### config.mk
export PLATFORM = sky130hd
export DESIGN_NAME = task_dispatcher_flat
export DESIGN_NICKNAME = d
export VERILOG_FILES = /design/src/rtl/task_dispatcher_if.sv /design/src/rtl/task_dispatcher.sv /design/src/flat_wrapper.sv
export SDC_FILE = /design/constraint.sdc
export NUM_CORES = 1
export LEC_CHECK = 0
export BUFFER_PORTS_ARGS = -buffer_cell sky130_fd_sc_hd__clkbuf_2
export CORE_AREA = 5 5 174 109
export CTS_BUF_LIST = sky130_fd_sc_hd__clkbuf_8
export CTS_CLUSTER_DIAMETER = 200
export DETAILED_ROUTE_END_ITERATION = 7
export DIE_AREA = 0 0 179 114
export GPL_TIMING_DRIVEN = 0
export HOLD_SLACK_MARGIN = 0.06
export PLACE_DENSITY = 0.69
export SLEW_MARGIN = 25
export SYNTH_ARGS = -nofsm -noshare
export SYNTH_HDL_FRONTEND = slang
export SYNTH_SLANG_ARGS = --single-unit
### constraint.sdc
create_clock -name i_clk -period 2.6 [get_ports i_clk]
set_input_delay 0.13 -clock i_clk [delete_from_list [all_inputs] [get_ports i_clk]]
set_output_delay 0.13 -clock i_clk [all_outputs]
set_load 0.05 [all_outputs]
### src/rtl/task_dispatcher_if.sv
// Bundle of the request, task-manager and result signals of task_dispatcher.
//   slave  : the dispatcher side (takes i_*, drives o_*)
//   master : the environment side (drives i_*, takes o_*)
// Request group : i_req_valid/i_req_task/o_req_ready (valid/ready, FIFO input)
// Manager group : o_task_start/o_task_nbr/o_abort out, i_addr_grant/i_dest_addr/i_src_addr in
// Result group  : o_result_valid/i_result_ready/o_result_task/dst/src/status
// Status group  : o_busy, o_fifo_count
interface task_dispatcher_if #(
  parameter int unsigned DEPTH = 4
);
  localparam int unsigned CW = $clog2(DEPTH) + 1;

  logic          i_req_valid;
  logic [15:0]   i_req_task;
  logic          o_req_ready;
  logic          o_task_start;
  logic [15:0]   o_task_nbr;
  logic          o_abort;
  logic          i_addr_grant;
  logic [15:0]   i_dest_addr;
  logic [15:0]   i_src_addr;
  logic          o_result_valid;
  logic          i_result_ready;
  logic [15:0]   o_result_task;
  logic [15:0]   o_result_dst;
  logic [15:0]   o_result_src;
  logic [1:0]    o_result_status;
  logic          o_busy;
  logic [CW-1:0] o_fifo_count;

  modport slave (
    input  i_req_valid, i_req_task, i_addr_grant, i_dest_addr, i_src_addr, i_result_ready,
    output o_req_ready, o_task_start, o_task_nbr, o_abort, o_result_valid, o_result_task,
           o_result_dst, o_result_src, o_result_status, o_busy, o_fifo_count
  );

  modport master (
    output i_req_valid, i_req_task, i_addr_grant, i_dest_addr, i_src_addr, i_result_ready,
    input  o_req_ready, o_task_start, o_task_nbr, o_abort, o_result_valid, o_result_task,
           o_result_dst, o_result_src, o_result_status, o_busy, o_fifo_count
  );
endinterface

### src/rtl/task_dispatcher.sv
// task_dispatcher: upstream stage of the Ethernet task manager.
// Buffers task requests in a DEPTH-entry FIFO, validates the task number
// (low byte 0x10/0x20/0x30), issues one task at a time with a start pulse,
// waits up to TIMEOUT cycles for the address grant, aborts and retries up to
// MAX_RETRY times, then reports the outcome on a valid/ready result port.
// Ports:
//   i_clk  : system clock
//   i_rst  : synchronous, active-high reset
//   bus    : task_dispatcher_if.slave (request, manager, result, status groups)
module task_dispatcher #(
  parameter int unsigned DEPTH     = 4,
  parameter int unsigned TIMEOUT   = 50000000,
  parameter int unsigned MAX_RETRY = 1
) (
  input  logic              i_clk,
  input  logic              i_rst,
  task_dispatcher_if.slave  bus
);
  localparam int unsigned AW = $clog2(DEPTH);
  localparam int unsigned TW = $clog2(TIMEOUT + 1);

  localparam logic [1:0] ST_OK      = 2'd0;
  localparam logic [1:0] ST_TIMEOUT = 2'd1;
  localparam logic [1:0] ST_INVALID = 2'd2;

  typedef enum logic [2:0] {
    S_IDLE,
    S_ISSUE,
    S_WAIT,
    S_ABORT,
    S_REPORT
  } state_t;

  state_t        state, state_next;

  logic [15:0]   mem [DEPTH];
  logic [AW-1:0] wr_ptr, rd_ptr;
  logic [AW:0]   count;
  logic          req_ready, push, pop;
  logic [15:0]   head;
  logic          head_ok;

  logic [15:0]   cur_task;
  logic [TW-1:0] timer;
  logic [2:0]    retry;
  logic          timer_expired;
  logic          retry_left;

  logic          task_start_q;
  logic [15:0]   task_nbr_q;
  logic          abort_q;
  logic [15:0]   res_dst, res_src;
  logic [1:0]    res_status;

  assign req_ready     = (count != (AW+1)'(DEPTH));
  assign push          = bus.i_req_valid && req_ready;
  assign pop           = (state == S_IDLE) && (count != '0);
  assign head          = mem[rd_ptr];
  assign head_ok       = (head[7:0] == 8'h10) || (head[7:0] == 8'h20) || (head[7:0] == 8'h30);
  assign timer_expired = (timer == TW'(TIMEOUT - 1));
  assign retry_left    = (retry < 3'(MAX_RETRY));

  always_comb begin
    state_next = state;
    case (state)
      S_IDLE:   if (count != '0) state_next = head_ok ? S_ISSUE : S_REPORT;
      S_ISSUE:  state_next = S_WAIT;
      // Grant is checked first so a grant on the last timer cycle wins.
      S_WAIT:   if (bus.i_addr_grant) state_next = S_REPORT;
                else if (timer_expired) state_next = S_ABORT;
      S_ABORT:  state_next = retry_left ? S_ISSUE : S_REPORT;
      S_REPORT: if (bus.i_result_ready) state_next = S_IDLE;
      default:  state_next = S_IDLE;
    endcase
  end

  // FIFO storage is not reset; only pointers and count define its contents.
  always_ff @(posedge i_clk) begin
    if (push) mem[wr_ptr] <= bus.i_req_task;
  end

  always_ff @(posedge i_clk) begin
    if (i_rst) begin
      state        <= S_IDLE;
      wr_ptr       <= '0;
      rd_ptr       <= '0;
      count        <= '0;
      cur_task     <= '0;
      timer        <= '0;
      retry        <= '0;
      task_start_q <= 1'b0;
      task_nbr_q   <= '0;
      abort_q      <= 1'b0;
      res_dst      <= '0;
      res_src      <= '0;
      res_status   <= '0;
    end else begin
      state <= state_next;

      if (push) wr_ptr <= wr_ptr + 1'b1;
      if (pop)  rd_ptr <= rd_ptr + 1'b1;
      case ({push, pop})
        2'b10:   count <= count + 1'b1;
        2'b01:   count <= count - 1'b1;
        default: count <= count;
      endcase

      // Start/abort are registered from the state, so each pulse appears in
      // the cycle after ISSUE/ABORT; a retry start thus trails its abort by one.
      task_start_q <= (state == S_ISSUE);
      abort_q      <= (state == S_ABORT);
      if (state == S_ISSUE) task_nbr_q <= cur_task;

      case (state)
        S_IDLE: begin
          if (pop) begin
            cur_task   <= head;
            retry      <= '0;
            res_dst    <= '0;
            res_src    <= '0;
            res_status <= ST_INVALID;
          end
        end
        S_ISSUE: timer <= '0;
        S_WAIT: begin
          timer <= timer + 1'b1;
          if (bus.i_addr_grant) begin
            res_dst    <= bus.i_dest_addr;
            res_src    <= bus.i_src_addr;
            res_status <= ST_OK;
          end
        end
        S_ABORT: begin
          if (retry_left) begin
            retry <= retry + 1'b1;
          end else begin
            res_dst    <= '0;
            res_src    <= '0;
            res_status <= ST_TIMEOUT;
          end
        end
        default: ;
      endcase
    end
  end

  assign bus.o_req_ready     = req_ready;
  assign bus.o_fifo_count    = count;
  assign bus.o_task_start    = task_start_q;
  assign bus.o_task_nbr      = task_nbr_q;
  assign bus.o_abort         = abort_q;
  assign bus.o_result_valid  = (state == S_REPORT);
  assign bus.o_result_task   = cur_task;
  assign bus.o_result_dst    = res_dst;
  assign bus.o_result_src    = res_src;
  assign bus.o_result_status = res_status;
  assign bus.o_busy          = (state != S_IDLE);
endmodule

### src/flat_wrapper.sv
// flat-port wrapper written by rule: the top's interface ports become plain ports
module task_dispatcher_flat 
#(
  parameter int unsigned DEPTH     = 4,
  parameter int unsigned TIMEOUT   = 50000000,
  parameter int unsigned MAX_RETRY = 1
)
  (i_clk, i_rst, bus_i_req_valid, bus_i_req_task, bus_i_addr_grant, bus_i_dest_addr, bus_i_src_addr, bus_i_result_ready, bus_o_req_ready, bus_o_task_start, bus_o_task_nbr, bus_o_abort, bus_o_result_valid, bus_o_result_task, bus_o_result_dst, bus_o_result_src, bus_o_result_status, bus_o_busy, bus_o_fifo_count);
  task_dispatcher_if #(.DEPTH(DEPTH)) bus_i ();
  input  logic i_clk;
  input  logic i_rst;
  input wire logic [$bits(bus_i.i_req_valid)-1:0] bus_i_req_valid;
  input wire logic [$bits(bus_i.i_req_task)-1:0] bus_i_req_task;
  input wire logic [$bits(bus_i.i_addr_grant)-1:0] bus_i_addr_grant;
  input wire logic [$bits(bus_i.i_dest_addr)-1:0] bus_i_dest_addr;
  input wire logic [$bits(bus_i.i_src_addr)-1:0] bus_i_src_addr;
  input wire logic [$bits(bus_i.i_result_ready)-1:0] bus_i_result_ready;
  output wire logic [$bits(bus_i.o_req_ready)-1:0] bus_o_req_ready;
  output wire logic [$bits(bus_i.o_task_start)-1:0] bus_o_task_start;
  output wire logic [$bits(bus_i.o_task_nbr)-1:0] bus_o_task_nbr;
  output wire logic [$bits(bus_i.o_abort)-1:0] bus_o_abort;
  output wire logic [$bits(bus_i.o_result_valid)-1:0] bus_o_result_valid;
  output wire logic [$bits(bus_i.o_result_task)-1:0] bus_o_result_task;
  output wire logic [$bits(bus_i.o_result_dst)-1:0] bus_o_result_dst;
  output wire logic [$bits(bus_i.o_result_src)-1:0] bus_o_result_src;
  output wire logic [$bits(bus_i.o_result_status)-1:0] bus_o_result_status;
  output wire logic [$bits(bus_i.o_busy)-1:0] bus_o_busy;
  output wire logic [$bits(bus_i.o_fifo_count)-1:0] bus_o_fifo_count;
  assign bus_i.i_req_valid = bus_i_req_valid;
  assign bus_i.i_req_task = bus_i_req_task;
  assign bus_i.i_addr_grant = bus_i_addr_grant;
  assign bus_i.i_dest_addr = bus_i_dest_addr;
  assign bus_i.i_src_addr = bus_i_src_addr;
  assign bus_i.i_result_ready = bus_i_result_ready;
  assign bus_o_req_ready = bus_i.o_req_ready;
  assign bus_o_task_start = bus_i.o_task_start;
  assign bus_o_task_nbr = bus_i.o_task_nbr;
  assign bus_o_abort = bus_i.o_abort;
  assign bus_o_result_valid = bus_i.o_result_valid;
  assign bus_o_result_task = bus_i.o_result_task;
  assign bus_o_result_dst = bus_i.o_result_dst;
  assign bus_o_result_src = bus_i.o_result_src;
  assign bus_o_result_status = bus_i.o_result_status;
  assign bus_o_busy = bus_i.o_busy;
  assign bus_o_fifo_count = bus_i.o_fifo_count;
  task_dispatcher #(.DEPTH(DEPTH), .TIMEOUT(TIMEOUT), .MAX_RETRY(MAX_RETRY)) u_core (.i_clk(i_clk), .i_rst(i_rst), .bus(bus_i));
endmodule
* Yosys cells after proc, flatten, opt, wreduce, memory -nomap -nowiden
Memories as Yosys holds them, arrays and structs flattened. A register that Yosys moved wholly into a read port is not among the register bits.
Index checks and enable logic that the tools add are counted.
** Word-level totals
- Register bits after elaboration :: 107
- Memory bits (writable) :: 64
- Input bits :: 53
- Output and inout port bits :: 74
- Logic and storage cells :: 80
- Memories kept :: 1
** Operators by class
- Add/sub/neg operators :: 6
- $lt $le $gt $ge :: 1
- Eq/ne operators :: 18
- Muxes and demuxes :: 26
- Reduce and logical (&&, ||, !) cells :: 15
** Memories
- u_core.mem :: words 4, width 16, rd ports 1, clocked after Yosys merged registers in 1, wr ports 1, RTL line task_dispatcher.sv:36 : logic [15:0] mem [DEPTH];
** Operators with widths (number)
- case mux 16 bit (3 select lines) :: 2
- 2-to-1 mux 16 bit :: 4
- case mux 26 bit (2 select lines) :: 1
- adder 26 x 1 -> 26 bit (second input constant) :: 1
- == test 26 bit (second input constant) :: 1
- 2-to-1 mux 3 bit :: 8
- == test 8 x 6 -> 1 bit (second input constant) :: 2
- case mux 3 bit (5 select lines) :: 1
- case mux 3 bit (2 select lines) :: 2
- 2-to-1 mux 2 bit :: 5
- nonzero test 3 bit :: 3
- == test 8 x 5 -> 1 bit (second input constant) :: 1
- inequality test 2 bit (second input constant) :: 4
- adder 3 x 1 -> 3 bit (second input constant) :: 2
- == test 3 x 2 -> 1 bit (second input constant) :: 2
- case mux 2 bit (3 select lines) :: 1
- AND reduction 3 bit :: 2
- nonzero test 2 bit :: 3
- adder 2 x 1 -> 2 bit (second input constant) :: 2
- inequality test 2 x 1 -> 1 bit (second input constant) :: 2
- AND reduction 4 bit :: 1
- == test 3 x 1 -> 1 bit (second input constant) :: 1
- == test 3 bit (second input constant) :: 1
- logical NOT 3 bit :: 1
- other kinds (10) :: 13

* Depth between registers and ports, before layout
- Depth after elaboration :: 6
- Depth in mapped cells :: 11
- Gate-level depth less buffers :: 10

* Worst setup path before layout
OpenSTA, ideal clock, no wires.
- Path type :: register to register
- Start point :: reg u_core.count[2] (netlist: u_core.bus.o_fifo_count[2])
- End point :: reg u_core.count[2] (netlist: u_core.bus.o_fifo_count[2])
- Library setup time :: 0.070 ns
- Data arrival time :: 2.886 ns
- Required time :: 2.530 ns
- Slack :: -0.357 ns
- Cell stages (with the launch flop) :: 10
- Buffers on the path :: 0
- Clock period less this slack :: 2.957 ns
- Cells stage by stage :: dfxtp_1 -> nand3_1 -> and2_1 -> inv_1 -> ha_1 -> inv_1 -> fa_1 -> xor2_1 -> or3_1 -> a21oi_1
** Between the ends
- Longest elaborated chain between the ends :: 4
- Elaborated cells between the ends (all ways) :: 10
- Classes of those cells :: add/sub: 2; eq/ne: 3; mux: 1; reduce/logical: 4
** RTL lines
- start, declared :: RTL line task_dispatcher.sv:38 : logic [AW:0] count;
- start signal, assigned :: RTL line task_dispatcher.sv:103 : 2'b10: count <= count + 1'b1;
- start signal, assigned :: RTL line task_dispatcher.sv:104 : 2'b01: count <= count - 1'b1;
- start signal, assigned :: RTL line task_dispatcher.sv:105 : default: count <= count;
- inequality test 3 bit * :: RTL line task_dispatcher.sv:55 : assign req_ready = (count != (AW+1)'(DEPTH));
- net bus_o_req_ready :: RTL line flat_wrapper.sv:18 : output wire logic [$bits(bus_i.o_req_ready)-1:0] bus_o_req_ready;
- logical AND 1 bit * :: RTL line task_dispatcher.sv:56 : assign push = bus.i_req_valid && req_ready;
- == test 2 x 1 -> 1 bit / == test 2 bit (equally long branches) :: RTL line task_dispatcher.sv:102 : case ({push, pop})
- case mux 3 bit (2 select lines) / nonzero test 2 bit (equally long branches)
The timed path passes the listed nets; every way through them passes the cells marked *.
A chain may end at the register's enable or synchronous reset.

* Final worst setup path
- Start point :: reg u_core.state[1]
- End point :: reg u_core.timer[23]
** Between the ends
- Longest elaborated chain between the ends :: 2
- Elaborated cells between the ends (all ways) :: 4
- Classes of those cells :: eq/ne: 2; mux: 1; reduce/logical: 1
** RTL lines
- start, declared :: RTL line task_dispatcher.sv:34 : state_t state, state_next;
- start signal, assigned :: RTL line task_dispatcher.sv:98 : state <= state_next;
- == test 3 x 2 -> 1 bit / == test 3 x 1 -> 1 bit (equally long branches) :: RTL line task_dispatcher.sv:114 : case (state)
- case mux 26 bit (2 select lines) / nonzero test 2 bit (equally long branches)
- end signal, assigned :: RTL line task_dispatcher.sv:126 : timer <= timer + 1'b1;
- end, declared :: RTL line task_dispatcher.sv:44 : logic [TW-1:0] timer;
Parallel ways exist; a longest one is shown, timed or not.

==> flow_summary.ini <==
[placed_design]
place_ws_ns = -0.603
gp_congestion = 0.817
numPortBuffers = 125
dp_hpwl_mm = 12.3

[critical_path]
setup.worst_path.start = u_core.state[1]$_SDFFE_PP0P_
worst_setup_path_start_kind = flip-flop
timing.rr.start = u_core.state[1]$_SDFFE_PP0P_
endpoint_kind = flip-flop
slowest_delay_ns = 0.42
reg2reg_depth = 7
cp_num_buf_inv = 2
required_ns = 2.96
cp_max_fo = 9
cp_slowest_cell = nor3b_2
cp_cell_sequence = buf_4 > nor3b_2 > and3_1 > clkbuf_1 > nand4_1 > or3_1 > a21oi_1
worstSetupPathType = flip-flop to flip-flop
reg2reg_slack_ns = 0.20
cp_data_arrival_time_ns = 2.77
cpLargestDelayFamily = simple AND/OR/NAND/NOR gates
timing.rr.end = u_core.timer[23]$_SDFFE_PP0P_

[global_routing]
antenna_found_initial = 0
grt.busiest_layer = met2
grt_max_degree = 20
grt_pass1_vias = 5354
grt_pass1_wl_mm = 28.5
gr-usage-met3 = 0.0570
globalRouteTotalUtil = 0.178
grt-ovfl-total = 0
gr-usage-met2 = 0.262
use_met1 = 0.261

[logic_synthesis]
synth-main-ff-cell = dfxtp_1
ys_seq_area_frac = 0.608
synth_area_leaders = dfxtp_1, edfxtp_1, a21oi_1
yosysUniqueCellTypes = 43
synth_top_area_frac = 0.323
syn_inst = 635
synthArstFlopShare = 0
synth_commonest_cells = nand2_1, dfxtp_1, a21oi_1
synth_top_area_cell = dfxtp_1
ys_ff_latch = 173
synth.net_count = 696
synth_edf_count = 64
yosysMostFrequentCell = nand2_1
yosys_warnings = 0
netlist_area_um2 = 6760
syn_area_per_cell_um2 = 10.6

[run]
max-cap-violations = 0

[detailed_routing]
wire_per_inst_um = 16.3
postRouteAntennaNets = 0
dr.pass1.iters = 4
drc_errors = 0
initialDrtViolationCount = 327
vias = 5483
via_per_inst = 5.07
finalWirelength_mm = 17.7

[timing]
final-setup-viol-count = 0
post-route-period-util = 0.924
skew_ns = 0.0183
rsz0062_at_grt = no
maxSlewHeadroom = 0.381
worstMarginPinSlew_ns = 0.929
drv_slew = 0
final.setup.tns_ns = 0
fin_crit_ns = 2.40
fmax_ghz = 0.416
finalWorstSetupSlack_ns = 0.198
final_hold_viol_count = 0

[clocking]
cts_buffer_depth = 2
cts.sinks = 173
cts_root_buf = clkbuf_8
post_cts_buffers = 0
cts_buffers = 17
clk_pin_slew_worst_paths_ns = 0.10
insertion_delay_ns = 0.45
cts-htree-levels = 4
cts_tree = done

[pwr]
leakagePower_nw = 3.15
power_density_nw_per_um2 = 834
vdd_drop_max_mv = 0.360
power_w = 0.00717

[die]
rows = 38
pin_count = 127
die_y_um = 114
die_w_um = 179
start_util = 0.387
die_area_um2 = 20400
coreArea_um2 = 17400

[min_path]
hold_class = input pin to flip-flop
holdPathEnd = u_core.wr_ptr[1]$_SDFFE_PP0P_
holdPathStages = 4
hp-start = bus_i_req_valid

[cells_and_area]
syn2layout_area_growth_pct = 27.2
drive_above_1_share = 0.241
antennaDiodeCount = 0
nFillCells = 1604
fin_nets = 889

[run_status]
status = completed
-- cells in the final DEF, fill, tap and decap left out, types with 6 or more instances in the layout --
| cell | instances |
|---|---|
| mux4_2 | 16 |
| clkbuf_8 | 18 |
| and3_1 | 15 |
| dfxtp_1 | 107 |
| nand3_1 | 51 |
| or2_2 | 9 |
| dlygate4sd3_1 | 50 |
| clkbuf_1 | 29 |
| nor2_1 | 31 |
| nand4_1 | 9 |
| nand2_1 | 117 |
| a21oi_1 | 92 |
| inv_1 | 9 |
| nor4_1 | 6 |
| mux2_2 | 6 |
| clkbuf_2 | 125 |
| inv_6 | 6 |
| edfxtp_1 | 64 |
| ha_1 | 7 |
-- power breakdown --
group | switching (W) | internal [W]
sequential | 0.000165 | 0.00310
combinational | 0.00150 | 0.000613
clock | 0.00106 | 0.000726
total | 0.00273 | 0.00444
-- metrics by stage --
step	instances	hold slack (ns)	utilization	instance area (µm²)
5_1_grt	1081	0.162	0.492	8590
6_report	1081	0.158	0.492	8590
4_1_cts	1081	0.129	0.492	8580
2_1_floorplan	635	0.229	-	6770
3_5_place_dp	1000	0.356	0.441	7700
3_3_place_gp	1000	0.354	0.441	7700
-- logic make-up after synthesis --
family | count (synthesis) | share of synthesized area
AO/OA/AOI/OAI | 109 | 0.0865
XOR/XNOR | 5 | 0.00648
adder cells (fa/ha/maj) | 8 | 0.0159
buffers and inverters | 49 | 0.0298
flip-flops | 173 | 0.608
multiplexers | 22 | 0.0633
AND/OR/NAND/NOR | 269 | 0.190
-- layout make-up --
| type | count | area, µm² | share of cell area |
|---|---|---|---|
| well taps | 240 | 300 | 0.0350 |
| clock buffers | 18 | 248 | 0.0288 |
| multi-input cells | 413 | 2480 | 0.289 |
| inverters | 10 | 42.5 | 0.00495 |
| clock inverters | 14 | 129 | 0.0150 |
| repair buffers | 175 | 1130 | 0.131 |
| flip-flops and latches | 173 | 4110 | 0.478 |
| plain buffers | 38 | 160 | 0.0186 |
-- registers in the layout, summed over array words and instances (netlist names), named ones only --
register                    count
u_core.retry                    3
u_core.bus.o_task_start         1
u_core.timer                   26
u_core.bus.o_result_dst        16
u_core.bus.o_task_nbr          16
u_core.bus.o_result_src        16
u_core.state                    3
u_core.bus.o_fifo_count         3
u_core.rd_ptr                   2
u_core.wr_ptr                   2
u_core.bus.o_result_task       16
u_core.mem                     64
u_core.bus.o_abort              1
u_core.bus.o_result_status      2
-- what timing repair did --
action	in CTS	in global routing
gates resized for setup	1	4
endpoints found under the hold margin	98	0
hold buffers	50	0
setup endpoints to repair	2	1
-- tightest hold or removal path, delay by kind of cell --
kind / cells / cell delay, ns
buffers and inverters: 1 / 0.11
AO/OA/AOI/OAI: 1 / 0.06
AND/OR/NAND/NOR: 2 / 0.26
-- worst max-delay path by stage --
stage                                                         end  depth (start not counted)
after global placement    u_core.bus.o_fifo_count[2]$_SDFFE_PP0P_                         11
after global routing      u_core.bus.o_fifo_count[2]$_SDFFE_PP0P_                         10
after CTS                 u_core.bus.o_fifo_count[2]$_SDFFE_PP0P_                         10
final                               u_core.timer[23]$_SDFFE_PP0P_                          7
after detailed placement  u_core.bus.o_fifo_count[2]$_SDFFE_PP0P_                         11
after floorplan           u_core.bus.o_fifo_count[2]$_SDFFE_PP0P_                         10
-- metal layers --
layer  wire length (µm)  up-vias
met5                  0        -
met4                120        0
met3               1440       14
met2               7630      194
met1               8470     2624
li1                   -     2651
Power figures use the tool's default switching activity.
